===== src/rtl/ife_bypass_arbiter.sv =====
// ife_bypass_arbiter
//   Shares the single IFE bypass path between the dispatch and commit
//   fallback requesters. One block is accepted per cycle into a registered
//   output stage. Commit has fixed priority, and a starvation counter forces
//   a dispatch grant after MAX_STARVE consecutive lost arbitrations.
//
// Ports
//   clk, rst                          clock, synchronous active-high reset
//   flush                             drop held entry, clear starvation state
//   disp_valid/ready/block_id/block   dispatch request handshake + payload
//   cmt_valid/ready/block_id/block    commit request handshake + payload
//   out_valid/ready/block_id/block    registered output toward bypass path
//   out_from_dispatch/out_from_commit one-hot source tag of the held entry
//   xfer_count                        saturating count of delivered blocks
module ife_bypass_arbiter #(
  parameter int unsigned BLOCK_ID_WIDTH = 8,
  parameter int unsigned INSTR_WIDTH    = 32,
  parameter int unsigned BLOCK_SIZE     = 4,
  parameter int unsigned MAX_STARVE     = 4,
  parameter int unsigned CNT_WIDTH      = 16
) (
  input  logic                                clk,
  input  logic                                rst,
  input  logic                                flush,
  input  logic                                disp_valid,
  output logic                                disp_ready,
  input  logic [BLOCK_ID_WIDTH-1:0]           disp_block_id,
  input  logic [BLOCK_SIZE*INSTR_WIDTH-1:0]   disp_block,
  input  logic                                cmt_valid,
  output logic                                cmt_ready,
  input  logic [BLOCK_ID_WIDTH-1:0]           cmt_block_id,
  input  logic [BLOCK_SIZE*INSTR_WIDTH-1:0]   cmt_block,
  output logic                                out_valid,
  input  logic                                out_ready,
  output logic [BLOCK_ID_WIDTH-1:0]           out_block_id,
  output logic [BLOCK_SIZE*INSTR_WIDTH-1:0]   out_block,
  output logic                                out_from_dispatch,
  output logic                                out_from_commit,
  output logic [CNT_WIDTH-1:0]                xfer_count
);

  localparam int unsigned BLK_W    = BLOCK_SIZE * INSTR_WIDTH;
  localparam int unsigned STARVE_W = $clog2(MAX_STARVE + 1);
  localparam logic [STARVE_W-1:0] STARVE_MAX = STARVE_W'(MAX_STARVE);

  logic [STARVE_W-1:0] starve;
  logic                load_en;
  logic                grant_disp;
  logic                grant_cmt;
  logic                accept;
  logic                drain;

  // Output stage can take a new entry when empty or draining this cycle.
  assign load_en = !rst && !flush && (!out_valid || out_ready);
  assign drain   = out_valid && out_ready;

  // Grant: forced dispatch when starved, else commit priority.
  always_comb begin
    grant_disp = 1'b0;
    grant_cmt  = 1'b0;
    if (disp_valid && (starve == STARVE_MAX)) begin
      grant_disp = 1'b1;
    end else if (cmt_valid) begin
      grant_cmt = 1'b1;
    end else if (disp_valid) begin
      grant_disp = 1'b1;
    end
  end

  assign disp_ready = load_en && grant_disp;
  assign cmt_ready  = load_en && grant_cmt;
  assign accept     = disp_ready || cmt_ready;

  // Registered output stage; data and tags hold after a plain drain.
  always_ff @(posedge clk) begin
    if (rst) begin
      out_valid         <= 1'b0;
      out_block_id      <= '0;
      out_block         <= '0;
      out_from_dispatch <= 1'b0;
      out_from_commit   <= 1'b0;
    end else if (flush) begin
      out_valid <= 1'b0;
    end else if (accept) begin
      out_valid         <= 1'b1;
      out_block_id      <= disp_ready ? disp_block_id : cmt_block_id;
      out_block         <= disp_ready ? disp_block : cmt_block;
      out_from_dispatch <= disp_ready;
      out_from_commit   <= cmt_ready;
    end else if (drain) begin
      out_valid <= 1'b0;
    end
  end

  // Starvation counter: counts dispatch losses to commit, holds when stalled.
  always_ff @(posedge clk) begin
    if (rst || flush) begin
      starve <= '0;
    end else if (disp_ready) begin
      starve <= '0;
    end else if (disp_valid && cmt_ready && (starve != STARVE_MAX)) begin
      starve <= starve + STARVE_W'(1);
    end
  end

  // Delivered-block counter; a drain in the flush cycle still counts.
  always_ff @(posedge clk) begin
    if (rst) begin
      xfer_count <= '0;
    end else if (drain && (xfer_count != {CNT_WIDTH{1'b1}})) begin
      xfer_count <= xfer_count + CNT_WIDTH'(1);
    end
  end

  logic unused_blk_w;
  assign unused_blk_w = (BLK_W == 0);

endmodule


===== config.mk =====
export PLATFORM = sky130hd
export DESIGN_NAME = ife_bypass_arbiter
export DESIGN_NICKNAME = d
export VERILOG_FILES = /design/src/rtl/ife_bypass_arbiter.sv
export SDC_FILE = /design/constraint.sdc
export NUM_CORES = 1
export LEC_CHECK = 0
export CAP_MARGIN = 20
export CELL_PAD_IN_SITES_DETAIL_PLACEMENT = 0
export CELL_PAD_IN_SITES_GLOBAL_PLACEMENT = 1
export CORE_MARGIN = 2
export CORE_UTILIZATION = 25
export CTS_CLUSTER_SIZE = 40
export DETAILED_ROUTE_END_ITERATION = 6
export PLACE_DENSITY_LB_ADDON = 0.08
export SLEW_MARGIN = 40
export SYNTH_ARGS = -nofsm -noshare
export SYNTH_HDL_FRONTEND = slang
export SYNTH_SLANG_ARGS = --single-unit

===== constraint.sdc =====
create_clock -name clk -period 2.06 [get_ports clk]
set_input_delay 0.206 -clock clk [delete_from_list [all_inputs] [get_ports clk]]
set_output_delay 0.206 -clock clk [all_outputs]
set_load 0.05 [all_outputs]

==> results.cfg <==
[worst_setup_path]
r2r_setup_slack_ns = 0.12
critPathKind = reg2out
slowest_stage = dfxtp_1
worstPathArrival_ns = 1.78
critPathLaunchType = register
cp-end-kind = output port
slowest_delay_ns = 0.33
required_ns = 1.85
cp_top_family = buffers and inverters
worstPathMaxFanout = 17
crit_chain = inv_1 > ha_1 > a21boi_1 > or2_4 > inv_4 > buf_12
cp_num_buf_inv = 3

[yosys]
synth_mux_area_share_pct = 0.286
ys_async_sr_fraction_pct = 0
synth-compound-area-share_pct = 20.4
synthTopCellsByCount = 277 x nand2_1, 158 x dfxtp_1, 157 x nor2_1, 127 x a311oi_1, 43 x clkbuf_1
ys_top_cells_by_area = dfxtp_1 45%, a311oi_1 16%, nand2_1 15%, nor2_1 8.4%, clkbuf_1 2.3%
synth_most_common_cell = nand2_1
ys_warn_count = 0
synth-edff-count = 0
yosys.area.top_type = dfxtp_1
synthSimpleGateAreaFrac_pct = 26.0
avgSynthCellArea_um2 = 7.91
yosys_most_used_dff = dfxtp_1
synth_fp_nets = 1166
ys_seq_area_share_pct = 45.2
netlist_area_mm2 = 0.00700
synth_top_family_by_area = simple AND/OR/NAND/NOR gates
synthAdderAreaFrac_pct = 0.536
synth_xor_area_share_pct = 1.50
ys_ff_latch = 158
synthDistinctLibCells = 39
netlist.area_leader.share_pct = 45.2
synthCells = 885

[final_layout]
nFillCells = 2803
register_area_mm2 = 0.00316
fin_nets = 1584
area_delta_synth_final_pct = 80.5
multi_input_area_mm2 = 0.00342
fin_util_pct = 45.6
layout-drive-gt1-share_pct = 7.46
finalInstanceArea_mm2 = 0.0126

[grt]
grt_max_degree = 156
overflow = 0
antenna_found_initial = 7
track_usage_pct = 19.0
grt_pass1_wl_um = 42600
grt_pass1_vias = 7268

[pwr]
power_density_mw_per_mm2 = 732
peakVddDrop_mv = 0.470
p_leak_uw = 0.00460

[floorplan]
die_w_um = 171
core-area_mm2 = 0.0277
row_count = 61
dieArea_mm2 = 0.0293
initial_core_util_pct = 25.3
fp.dieH_um = 171
ioPinCount = 435

[clocking]
cts_tree = built
cts_root_buf = clkbuf_16
clk_pin_slew_worst_paths_ns = 0.06
cts_resized = 0
clockBufferDepth = 2
clk_latency_ns = 0.43
numCtsBuffers = 17
numClockSinks = 158
h-tree-depth = 4

[sta]
setup_viol = 0
min_period_ns = 1.98
tns_ns = 0
max_freq_ghz = 0.504
fin_ws_ns = 0.0775
hold_viol = 0
max_slew_margin_pct = 29.9
hold_slack_ns = 0.333
rsz0062_at_grt = true
slew_violations = 0
skew_ns = 0.0170
period_share_pct = 96.2
worst_slew_pin_slew_ns = 1.05

[placed_design]
dpl.hpwl_um = 21400
port_buffers = 434
postPlaceCellArea_mm2 = 0.0120
dp_slack_ns = -0.0301
place_congestion = 0.792

[outcome]
status = finished clean

[detailed_routing]
antenna_left = 0
first_pass_iters = 4
wl_per_cell_um = 17.1
routed_wl_um = 29100
initialDrtViolationCount = 293
drc = 0
viasPerCell = 4.49
vias = 7627

[worst_hold_path]
holdCritPathClass = in2reg

[flow_run]
maxCapViolations = 0
-- where the power goes --
group | switching, uW | internal (uW) | total, uW
Clock | 1370 | 2030 | 3400
Combinational | 1370 | 1100 | 2470
Sequential | 108 | 3270 | 3380
-- worst paths after layout --
check | from | endpoint | cells past startpoint
worst min register to register | out_from_dispatch$_SDFFE_PP0P_ | out_from_dispatch$_SDFFE_PP0P_ | 2
worst max register to register | starve[0]$_SDFFE_PP0P_ | out_block[71]$_SDFFE_PP0P_ | 8
worst max-delay path | starve[0]$_SDFFE_PP0P_ | disp_ready | 6
worst min-delay path | rst | out_from_commit$_SDFFE_PP0P_ | 3
-- area by class of cell --
cell class,instances,area share [%]
multi-input combinational,639,27.1
timing repair buffer,479,38.9
sequential,158,25.0
clock inverter,12,1.47
inverter,8,0.257
antenna,7,0.139
tap,378,3.74
clock buffer,18,3.40
-- worst register-to-register path, delay by kind of cell (launching register included) --
kind            cells  cell delay (ns)
compound gates      2             0.48
buf+inv             3             0.50
simple gates        2             0.28
fa+ha+maj           1             0.21
flops               1             0.37
-- what timing repair did --
item,CTS,global route
pin swaps,0,0
setup endpoints to repair,1,14
hold buffers,0,0
buffers inserted,0,0
endpoints found under the hold margin,0,0
-- layer usage --
metal	vias up	track usage, %	part of all wire (%)
li1	3910	-	-
met3	38	6.30	8.1
met5	-	0	0
met1	3410	21.3	39
met2	269	33.0	51
met4	0	7.55	2.4
-- placed cells by master (no fill, tap or decap), types with 2 or more instances in the layout --
cell type	count
inv_1	7
buf_4	29
nand4_1	5
xor2_1	3
diode_2	7
clkbuf_16	17
nand3_1	5
and2_1	2
bufinv_16	4
inv_6	4
nand2b_1	3
ha_1	3
a21oi_1	10
nand2_1	276
a311oi_2	9
clkinvlp_4	4
o21ai_0	3
a211oi_1	3
dfxtp_1	158
nor2_1	157
xnor2_1	9
mux2i_1	2
a311oi_1	127
a2111oi_2	3
nor3_1	2
clkdlybuf4s50_1	431
buf_12	19
or2_2	2
-- sequential cells by signal, indices dropped and copies added, names as in the netlist --
signal             count
xfer_count            16
out_block_id           8
out_from_commit        1
out_valid              1
out_block            128
out_from_dispatch      1
starve                 3
-- metrics by stage --
stage | power (uW) | cells
3_3_place_gp | 5930 | 1663
3_5_place_dp | 5940 | 1663
6_report | 9250 | 1699
2_1_floorplan | 4730 | 885
5_1_grt | 9680 | 1697
4_1_cts | 9410 | 1692
-- kinds of logic after synthesis --
logic type	Yosys count
compound gates	159
xor+xnor	12
fa+ha+maj	3
buf+inv	88
flops	158
mux	2
simple gates	463
(Power assumes the default switching activity.)
